==> src/rtl/counter_down_pkg.sv <==
// counter_down_pkg: shared state encoding for the down counter
package counter_down_pkg;
    localparam int STATE_W = 2;
    typedef enum logic [STATE_W-1:0] {
        ST_IDLE = 2'd0,
        ST_RUN  = 2'd1,
        ST_DONE = 2'd2,
        ST_BAD  = 2'd3
    } state_t;
endpackage

==> src/rtl/counter_down_core.sv <==
// counter_down_core: count and reload registers with decrement/reload mux and zero detect
module counter_down_core #(
    parameter int DATA_WIDTH = 4,
    parameter logic [DATA_WIDTH-1:0] CLEAR_VAL = '0
) (
    input  logic                  clk,
    input  logic                  rst,
    input  logic                  load,
    input  logic [DATA_WIDTH-1:0] dload,
    input  logic                  dec,
    input  logic                  reload_now,
    output logic [DATA_WIDTH-1:0] q,
    output logic                  zero
);
    logic [DATA_WIDTH-1:0] reload;
    logic [DATA_WIDTH-1:0] q_next;

    assign q_next = load ? dload : reload_now ? reload : dec ? q - 1'b1 : q;
    assign zero   = (q == '0);

    // count register follows the mux; reload register captures each load
    always_ff @(posedge clk or posedge rst) begin
        if (rst) begin
            q      <= CLEAR_VAL;
            reload <= CLEAR_VAL;
        end else begin
            q <= q_next;
            if (load) reload <= dload;
        end
    end
endmodule

==> src/rtl/counter_down.sv <==
// counter_down: loadable down counter with one-shot/periodic modes and underflow flags
module counter_down
    import counter_down_pkg::*;
#(
    parameter int DATA_WIDTH = 4,
    parameter int CLEAR_VAL  = 0
) (
    input  logic                  C,
    input  logic                  CLR,
    input  logic [DATA_WIDTH-1:0] DLOAD,
    input  logic                  LOAD,
    input  logic                  EN,
    input  logic                  PERIODIC,
    input  logic                  ACK,
    output logic [DATA_WIDTH-1:0] Q,
    output logic [DATA_WIDTH-1:0] notQ,
    output logic                  zero,
    output logic                  underflow,
    output logic                  sticky_uf,
    output logic [STATE_W-1:0]    state
);
    localparam logic [DATA_WIDTH-1:0] CV = DATA_WIDTH'(CLEAR_VAL);

    state_t st, st_next;
    logic   periodic;
    logic   dec;
    logic   terminal;

    counter_down_core #(.DATA_WIDTH(DATA_WIDTH), .CLEAR_VAL(CV)) core (
        .clk        (C),
        .rst        (CLR),
        .load       (LOAD),
        .dload      (DLOAD),
        .dec        (dec),
        .reload_now (terminal & periodic),
        .q          (Q),
        .zero       (zero)
    );

    assign notQ  = ~Q;
    assign state = st;

    // state, mode latch and flags; a terminal event beats a coincident ACK
    always_ff @(posedge C or posedge CLR) begin
        if (CLR) begin
            st        <= ST_IDLE;
            periodic  <= 1'b0;
            underflow <= 1'b0;
            sticky_uf <= 1'b0;
        end else begin
            st        <= st_next;
            underflow <= terminal;
            sticky_uf <= terminal ? 1'b1 : ACK ? 1'b0 : sticky_uf;
            if (LOAD) periodic <= PERIODIC;
        end
    end

    // next state plus decrement/terminal strobes; LOAD overrides everything
    always_comb begin
        st_next  = st;
        dec      = 1'b0;
        terminal = 1'b0;
        if (LOAD) begin
            st_next = (DLOAD == '0) ? ST_DONE : ST_RUN;
        end else begin
            case (st)
                ST_IDLE: st_next = ST_IDLE;
                ST_RUN: begin
                    dec      = EN & ~zero;
                    terminal = EN & zero;
                    st_next  = (terminal && !periodic) ? ST_DONE : ST_RUN;
                end
                ST_DONE: st_next = ACK ? ST_IDLE : ST_DONE;
                default: st_next = ST_IDLE;
            endcase
        end
    end
endmodule

==> config.mk <==
export PLATFORM = sky130hd
export DESIGN_NAME = counter_down
export DESIGN_NICKNAME = d
export VERILOG_FILES = /design/src/rtl/counter_down_pkg.sv /design/src/rtl/counter_down_core.sv /design/src/rtl/counter_down.sv
export SDC_FILE = /design/constraint.sdc
export NUM_CORES = 1
export LEC_CHECK = 0
export ABC_AREA = 1
export BUFFER_PORTS_ARGS = -buffer_cell sky130_fd_sc_hd__buf_4
export CORE_MARGIN = 3
export CORE_UTILIZATION = 48
export DETAILED_ROUTE_END_ITERATION = 12
export PLACE_DENSITY = 0.76
export SLEW_MARGIN = 10
export SYNTH_ARGS = -nofsm -noshare
export SYNTH_HDL_FRONTEND = slang
export SYNTH_SLANG_ARGS = --single-unit
==> constraint.sdc <==
create_clock -name C -period 1.5 [get_ports C]
set_input_delay 0.15 -clock C [delete_from_list [all_inputs] [get_ports C]]
set_output_delay 0.15 -clock C [all_outputs]
set_load 0.005 [all_outputs]
==> impl_metrics.csv, run 1 <==
group,metric,value,unit
outcome,status,"finished, final reports clean",
synthesis,seq_area_frac_synth,44.3,%
global_route,grt_pass1_wl,2860,um
floorplanning,start_util,53.8,%
clock_tree,numCtsBuffers,3,
global_route,first_global_vias,727,
cells_and_area,fillerInstances,102,
power,ir_drop,0.000780,V
cells_and_area,post-route-cell-area,0.00105,mm^2
timing,finalCritPeriodShare,98.0,%
timing,fin_crit,1470,ps
timing,finClkSkew,9.11,ps
timing,relSlewSlack,67.0,%
hold_path,hp-class,"in -> reg",
worst_setup_path,crit_family,"flip-flops",
floorplanning,die_w,45.1,um
clock_tree,clkLatencyLatePin,290,ps
worst_setup_path,crit_type,"reg -> out",
detailed_routing,antenna_left,0,
synthesis,synth.mux.area_fraction,0,%
clock_tree,htreeDepth,1,
detailed_routing,dr.pass1.iters,4,
power,total_power,1.09,mW
detailed_routing,wl_per_cell,12.4,um
floorplanning,dieArea,0.00204,mm^2
detailed_routing,viasPerCell,4.92,
floorplanning,die-height,45.1,um
global_route,grt_max_degree,15,
cells_and_area,instances_no_fill,147,
synthesis,syn-num-nets,110,
placement,numPortBuffers,22,
worst_setup_path,cp_data_required_time,1350,ps
placement,place_congestion,0.825,
synthesis,synth_flop_cell,"dfrtp_1",
timing,fmax,680,MHz
cells_and_area,syn2layout_area_growth,43.3,%
worst_setup_path,cp-end-kind,"output pin",
synthesis,synthArstFlopShare,100,%
floorplanning,core_area,0.00137,mm^2
worst_setup_path,critPathSlowestCell,"dfrtp_1",
worst_setup_path,crit_chain,"inv_2 -> ha_4 -> nand2_2 -> nor2_4 -> buf_4 -> buf_4",
worst_setup_path,max_stage_delay,410,ps
detailed_routing,drt_iter0_drc,19,
synthesis,synth_compound_area_share,7.84,%
cells_and_area,drive_gt1_share,34.1,%
synthesis,synth_fa_ha_area_share,5.11,%
timing,setup_tns,0,ps
synthesis,netlist_instances,97,
synthesis,ys_ff_latch,13,
worst_setup_path,crit_top_cell,"buf_4",
cells_and_area,num-nets-final,146,
placement,dp_hpwl,1280,um
clock_tree,max-clock-path-buffers,2,
floorplanning,fp-row-count,13,
synthesis,syn_avg_cell_area,7.57,um^2
synthesis,yosys_warnings,0,
timing,setup_violations,0,
clock_tree,cts_root_buf,"clkbuf_4",
synthesis,synth.distinct_cells,19,
synthesis,synth_edf_count,0,
global_route,grt_overflow,0,
clock_tree,numClockSinks,13,
power,p_leak,0.585,nW
timing,worst_pin_slew,494,ps
clock_tree,cts.clk_slew.worst_paths,90,ps
power,power_density,1040,mW/mm^2
synthesis,synth_top_family_by_area,"simple AND/OR/NAND/NOR gates",
timing,rsz0062_at_grt,"no",
worst_setup_path,critPathBufInv,3,
global_route,grt.busiest_layer,"met2",
placement,dp.cells,137,
global_route,grt_use_met2,31.9,%
global_route,use_met3,3.98,%
synthesis,syn-cell-area,734,um^2
global_route,grt_antenna_before_repair,0,
clock_tree,cts_tree,"built",
detailed_routing,drc,0,
global_route,met1_usage,23.5,%
worst_setup_path,crit_arrival,1320,ps
detailed_routing,wirelength,1820,um
global_route,grtUsageTotal,19.8,%
synthesis,yosys.area_share.simple,30.2,%
detailed_routing,vias,723,
synthesis,yosys.area_share.xor_xnor,1.19,%
cells_and_area,utilization,77.0,%
placement,placed_cell_area,943,um^2
run,cap_viol_max_count,0,
timing,hold_viol_final,0,
timing,report.final.slew_viol_count,0,
worst_setup_path,crit_path_start_kind,"flip-flop",
floorplanning,pin_count,23,
worst_setup_path,cp_max_fo,3,
cells_and_area,antenna_cells,0,
-- metal layers --
metal,routed length (um),vias to the layer above
met1,783,321
li1,-,375
met4,63,0
met3,110,6
met2,858,21
met5,0,-
-- path summary, 6_finish.rpt --
check | to | cells after the start | slack [ps] | start
worst min register to register | core.reload[0] | 2 | 520 | core.reload[0]
min in group asynchronous | core.q[2] | 3 | 430 | CLR
max in group asynchronous | state[1] | 3 | 730 | CLR
worst max register to register | core.q[0] | 8 | 100 | core.q[0]
worst max-delay path | zero | 6 | 30 | core.q[0]
worst min-delay path | sticky_uf | 2 | 50 | ACK
-- synthesized netlist by cell type (2+ instances only) --
cell type  instances  share of area [%]
nand2_1           19                9.7
inv_1             19                9.7
ha_1               3                5.1
o21ai_0            5                3.4
dfrtp_1           13                 44
nor2_1            12                6.1
a21oi_1            2                1.4
inv_2              2                1.0
nand3_1            8                5.5
nand4_1            5                4.3
-- power by group --
| group | switching, mW | total [mW] | internal [mW] | leakage [nW] |
|---|---|---|---|---|
| Combinational | 0.209 | 0.430 | 0.221 | 0.412 |
| Clock | 0.121 | 0.224 | 0.103 | 0.0150 |
| Sequential | 0.0467 | 0.440 | 0.394 | 0.158 |
-- what timing repair did --
item / CTS / global route
endpoints found under the hold margin: 13 / 0
pin swaps: 2 / 3
setup endpoints to repair: 4 / 6
gates resized for setup: 3 / 5
buffers inserted: 2 / 3
hold buffers: 1 / 0
-- area by class of cell --
cell class / instances / area, um^2 / share of cell area (%)
clock buffers: 4 / 26.3 / 2.50
inverters: 21 / 78.8 / 7.49
multi-input cells: 62 / 360 / 34.2
flip-flops and latches: 13 / 325 / 30.9
well taps: 15 / 18.8 / 1.78
repair buffers: 32 / 243 / 23.1
-- placed cells by master (no fill, tap or decap), drive strengths merged --
| cell | count |
|---|---|
| xor2 | 1 |
| a21oi | 3 |
| a21boi | 1 |
| ha | 3 |
| nand3 | 9 |
| nand4 | 5 |
| o22ai | 1 |
| nand2 | 20 |
| buf | 31 |
| o21ai | 5 |
| nor2 | 14 |
| dlygate4sd3 | 1 |
| dfrtp | 13 |
| inv | 21 |
| clkbuf | 4 |
-- sequential cells by signal, summed over array words and instances, names as in the netlist --
signal       count
core.q           4
core.reload      4
state            2
periodic         1
sticky_uf        1
underflow        1
-- worst reg2reg max path, delay by kind of cell (launching register included) --
kind | cells | cell delay, ps
buffers and inverters | 2 | 240
AO/OA/AOI/OAI | 1 | 240
adder cells (fa/ha/maj) | 1 | 150
flip-flops | 1 | 410
AND/OR/NAND/NOR | 4 | 260
-- kinds of logic (layout without fill, tap and decap cells) --
group | count (synthesis) | in the layout
compound gates | 10 | 10
xor+xnor | 1 | 1
fa+ha+maj | 3 | 3
buf+inv | 22 | 57
flops | 13 | 13
simple gates | 48 | 48
-- metrics by stage --
step / setup slack [ps] / hold slack (ps)
2_1_floorplan: 110 / 27.0
3_3_place_gp: 1.63 / 199
3_5_place_dp: -12.8 / 205
4_1_cts: 5.80 / 48.5
5_1_grt: 4.81 / 53.4
6_report: 29.4 / 50.1
No activity file was read; power rests on OpenSTA's default activity.
==> run 2, diff against run 1 <==
--- a/config.mk
+++ b/config.mk
@@ -12,4 +12,5 @@
 export DETAILED_ROUTE_END_ITERATION = 12
 export PLACE_DENSITY = 0.76
+export REMOVE_ABC_BUFFERS = 1
 export SLEW_MARGIN = 10
 export SYNTH_ARGS = -nofsm -noshare
==> constraint.sdc (replaced) <==
create_clock -name C -period 1.5 [get_ports C]
set_input_delay 0.3 -clock C [delete_from_list [all_inputs] [get_ports C]]
set_output_delay 0.3 -clock C [all_outputs]
set_load 0.005 [all_outputs]
==> impl_metrics.csv, run 2 (synthesized netlist as in run 1, its figures left out) <==
group,metric,value,unit
power,ir_drop,0.000757,V
clock_tree,cts_root_buf,"clkbuf_4",
run,cap_viol_max_count,0,
clock_tree,cts.clk_slew.worst_paths,90,ps
cells_and_area,final_cell_mix,"buf_4 (36), nand2_1 (18), inv_1 (16)",
placement,dp_hpwl,1340,um
detailed_routing,antenna_left,0,
cells_and_area,drive_gt1_share,42.4,%
power,p_leak,0.635,nW
floorplanning,start_util,53.8,%
clock_tree,numCtsBuffers,3,
floorplanning,core_area,0.00137,mm^2
timing,setup_tns,-47.9,ps
floorplanning,die-height,45.1,um
cells_and_area,instances_no_fill,154,
placement,numPortBuffers,22,
power,total_power,1.20,mW
floorplanning,pin_count,23,
timing,finalCritPeriodShare,102,%
detailed_routing,viasPerCell,5.58,
cells_and_area,syn2layout_area_growth,55.7,%
worst_setup_path,cp_data_required_time,1200,ps
cells_and_area,num-nets-final,153,
timing,report.final.slew_viol_count,0,
timing,hold_viol_final,0,
clock_tree,numClockSinks,13,
cells_and_area,fillerInstances,75,
clock_tree,cts_tree,"built",
timing,worst_pin_slew,501,ps
global_route,grtUsageTotal,22.9,%
cells_and_area,utilization,83.7,%
worst_setup_path,cp-end-kind,"output pin",
outcome,violations,"setup timing",
floorplanning,fp-row-count,13,
worst_setup_path,crit_arrival,1230,ps
power,power_density,1050,mW/mm^2
floorplanning,die_w,45.1,um
global_route,grt_antenna_before_repair,0,
clock_tree,clkLatencyLatePin,300,ps
hold_path,hp-class,"in -> async",
cells_and_area,antenna_cells,0,
detailed_routing,drc,0,
global_route,first_global_vias,756,
timing,rsz0062_at_grt,"yes",
floorplanning,dieArea,0.00204,mm^2
worst_setup_path,crit_path_start_kind,"flip-flop",
global_route,grt_overflow,0,
cells_and_area,final_common_cell,"buf_4",
worst_setup_path,crit_type,"reg -> out",
timing,fin_ws,-32.9,ps
timing,relSlewSlack,66.6,%
timing,fin_crit,1530,ps
detailed_routing,wl_per_cell,15.8,um
timing,setup_violations,2,
worst_setup_path,cp_max_fo,3,
timing,finClkSkew,4.48,ps
placement,dp.cells,135,
detailed_routing,vias,859,
detailed_routing,dr.pass1.iters,4,
global_route,grt_pass1_wl,3270,um
outcome,status,"finished, violations left",
timing,fmax,652,MHz
placement,place_congestion,0.793,
clock_tree,max-clock-path-buffers,2,
detailed_routing,wirelength,2430,um
global_route,grt_max_degree,15,
clock_tree,htreeDepth,1,
detailed_routing,drt_iter0_drc,58,
timing,hold_slack,20.0,ps
run 2: through the flow:
| step | setup WS, ps | cell area (um^2) |
|---|---|---|
| final | -32.9 | 1140 |
| after floorplan | 110 | 729 |
| after global placement | 16.7 | 928 |
| after global routing | -60.9 | 1140 |
| after detailed placement | 27.6 | 928 |
| after CTS | 1.75 | 1010 |
run 2: cell type report:
type / instances / area (um^2) / share of cell area (%)
Tap cell: 15 / 18.8 / 1.64
Timing Repair Buffer: 39 / 304 / 26.6
Clock inverter: 1 / 5.00 / 0.438
Clock buffer: 3 / 22.5 / 1.97
Multi-Input combinational cell: 62 / 389 / 34.0
Sequential cell: 13 / 325 / 28.4
Inverter: 21 / 78.8 / 6.89
run 2: routing by layer:
metal / GRT usage (%) / share of wire [%] / vias to the layer above
met5: 0 / 0 / -
met4: 18.1 / 4.4 / 0
met3: 4.78 / 7.9 / 15
met2: 36.2 / 49 / 60
met1: 26.5 / 39 / 395
li1: - / - / 389
run 2: worst max-delay path, stage by stage, from the launching register on:
cell and delay (ps):
dfrtp_1 400, inv_2 100, ha_4 170, nand2_4 50, nor2_4 110, buf_6 110
run 2: worst paths after layout:
check | from | to | slack (ps) | depth (start not counted)
max | core.q[0] | zero | -30 | 5
min in group C | ACK | sticky_uf | 190 | 2
max reg2reg | core.q[0] | core.q[1] | -20 | 8
min | CLR | underflow | 20 | 2
min reg2reg | core.reload[3] | core.reload[3] | 550 | 2
max in group asynchronous | CLR | core.reload[1] | 1140 | 2
run 2: report_power, final:
part           total (mW)  internal [mW]  switching, mW
logic               0.518          0.268          0.250
clock network       0.241         0.0995          0.142
registers           0.444          0.394         0.0501
run 2: timing repair:
item                       in CTS  in global routing
pin swaps                       3                  6
hold buffers                    0                  0
buffers inserted                4                 11
gates cloned                    0                  0
setup endpoints to repair       4                  7
gates resized for setup         7                 11
==> run 3, diff against run 2 <==
Settings changed: CORE_ASPECT_RATIO set to 1.1.
==> impl_metrics.csv, run 3 (synthesized netlist as in run 1, its figures left out) <==
group,metric,value,unit
clock_tree,cts_root_buf,"clkbuf_4",
floorplanning,die-height,47.0,um
floorplanning,die_w,43.3,um
timing,relSlewSlack,65.1,%
global_route,grt_antenna_before_repair,0,
worst_setup_path,critPathSlowestCell,"dfrtp_1",
global_route,grt_overflow,0,
clock_tree,cts_tree,"built",
power,ir_drop,0.000767,V
cells_and_area,fillerInstances,104,
global_route,grtUsageTotal,20.3,%
worst_setup_path,cp.depth,5,
worst_setup_path,max_stage_delay,410,ps
global_route,grt_pass1_wl,3050,um
clock_tree,max-clock-path-buffers,2,
timing,setup_violations,1,
detailed_routing,drt_iter0_drc,23,
worst_setup_path,crit_type,"reg -> out",
worst_setup_path,critPathBufInv,2,
floorplanning,core_area,0.00140,mm^2
detailed_routing,viasPerCell,5.18,
worst_setup_path,worstReg2RegStart,"core.q[0]",
cells_and_area,multi_input_area,360,um^2
timing,worst_pin_slew,523,ps
worst_setup_path,r2r-end,"core.q[3]",
floorplanning,start_util,52.4,%
clock_tree,clkLatencyLatePin,290,ps
timing,hold_slack,40.4,ps
timing,finClkSkew,3.84,ps
cells_and_area,final_cell_mix,"buf_4 (33), nand2_1 (18), inv_1 (17)",
clock_tree,numCtsBuffers,3,
worst_setup_path,r2r.worst_path.cells,10,
timing,finalCritPeriodShare,102,%
power,p_leak,0.602,nW
cells_and_area,drive_gt1_share,36.6,%
worst_setup_path,reg2reg_setup_slack,40,ps
worst_setup_path,crit_path_start_kind,"flip-flop",
detailed_routing,wirelength,2020,um
detailed_routing,vias,777,
floorplanning,pin_count,23,
cells_and_area,syn2layout_area_growth,45.7,%
timing,fin_crit,1530,ps
global_route,grt_max_degree,15,
worst_setup_path,crit_chain,"inv_2 -> ha_4 -> nand2_4 -> nor2_4 -> buf_6",
cells_and_area,utilization,76.3,%
worst_setup_path,crit_arrival,1230,ps
detailed_routing,wl_per_cell,13.5,um
detailed_routing,drc,0,
run,cap_viol_max_count,0,
worst_setup_path,cp-end-kind,"output pin",
clock_tree,cts.clk_slew.worst_paths,90,ps
power,power_density,1050,mW/mm^2
cells_and_area,final_common_cell,"buf_4",
placement,post-place-ws,5.24,ps
timing,fmax,655,MHz
placement,dp.cells,136,
power,total_power,1.12,mW
placement,dp_hpwl,1280,um
detailed_routing,dr.pass1.iters,4,
floorplanning,fp-row-count,14,
outcome,status,"finished, violations left",
detailed_routing,antenna_left,0,
hold_path,hp-class,"in -> async",
floorplanning,dieArea,0.00204,mm^2
cells_and_area,regArea,325,um^2
worst_setup_path,critPathLaunch,"core.q[0]",
clock_tree,numClockSinks,13,
timing,hold_viol_final,0,
worst_setup_path,cp_max_fo,3,
worst_setup_path,crit_end,"zero",
timing,fin_ws,-27.1,ps
cells_and_area,num-nets-final,148,
placement,numPortBuffers,22,
timing,report.final.slew_viol_count,0,
timing,rsz0062_at_grt,"yes",
placement,place_congestion,0.863,
cells_and_area,antenna_cells,0,
clock_tree,htreeDepth,1,
worst_setup_path,crit_family,"flip-flops",
cells_and_area,instances_no_fill,150,
worst_setup_path,cp_data_required_time,1200,ps
global_route,first_global_vias,739,
outcome,violations,"setup timing",
run 3: cell types whose count changed in the layout (fill, tap and decap cells not counted):
cell / before / now
ha_2: 0 / 1
inv_2: 5 / 4
a21oi_2: 1 / 0
nand3_4: 1 / 0
ha_4: 2 / 1
a21oi_1: 1 / 2
nand3_1: 7 / 8
buf_4: 36 / 33
clkinv_2: 1 / 0
nor2_2: 1 / 0
nor2_1: 11 / 12
buf_6: 3 / 1
clkbuf_1: 0 / 1
inv_1: 16 / 17
run 3: power breakdown:
| group | internal, mW | switching (mW) | total [mW] |
|---|---|---|---|
| sequential | 0.394 | 0.0464 | 0.440 |
| clock | 0.103 | 0.128 | 0.232 |
| combinational | 0.234 | 0.219 | 0.453 |
| total | 0.731 | 0.394 | 1.12 |
run 3: worst min-delay path by stage:
stage,to,depth (start not counted),slack (ps),from
final,core.q[3],2,40,CLR
after global routing,sticky_uf,2,80,CLR
after CTS,core.reload[2],2,60,CLR
after detailed placement,sticky_uf,2,370,CLR
after global placement,sticky_uf,2,360,CLR
after floorplan,core.q[0],1,180,CLR
run 3: layer usage:
metal	wire, um	part of all wire [%]	vias to the layer above	global-route usage (%)
met2	1080	53	29	34.8
met4	58	2.9	0	12.0
met1	783	39	364	24.4
met3	98	4.9	7	3.07
li1	-	-	377	-
met5	0	0	-	0
run 3: layout make-up:
class | count | share of cell area [%]
Multi-Input combinational cell | 62 | 33.7
Timing Repair Buffer | 34 | 24.2
Tap cell | 16 | 1.87
Clock buffer | 4 | 2.46
Inverter | 21 | 7.37
Sequential cell | 13 | 30.4
run 3: what timing repair did:
action,4_1_cts,5_1_grt
endpoints found under the setup margin,3,5
resized for setup,5,5
hold buffers,0,0
cloned,0,0
pin swaps,2,5
buffers inserted,5,5
run 3: through the flow:
step,area (um^2),setup TNS (ps)
4_1_cts,1010,0
3_3_place_gp,930,0
2_1_floorplan,729,0
3_5_place_dp,930,0
5_1_grt,1070,-106
6_report,1070,-27.1
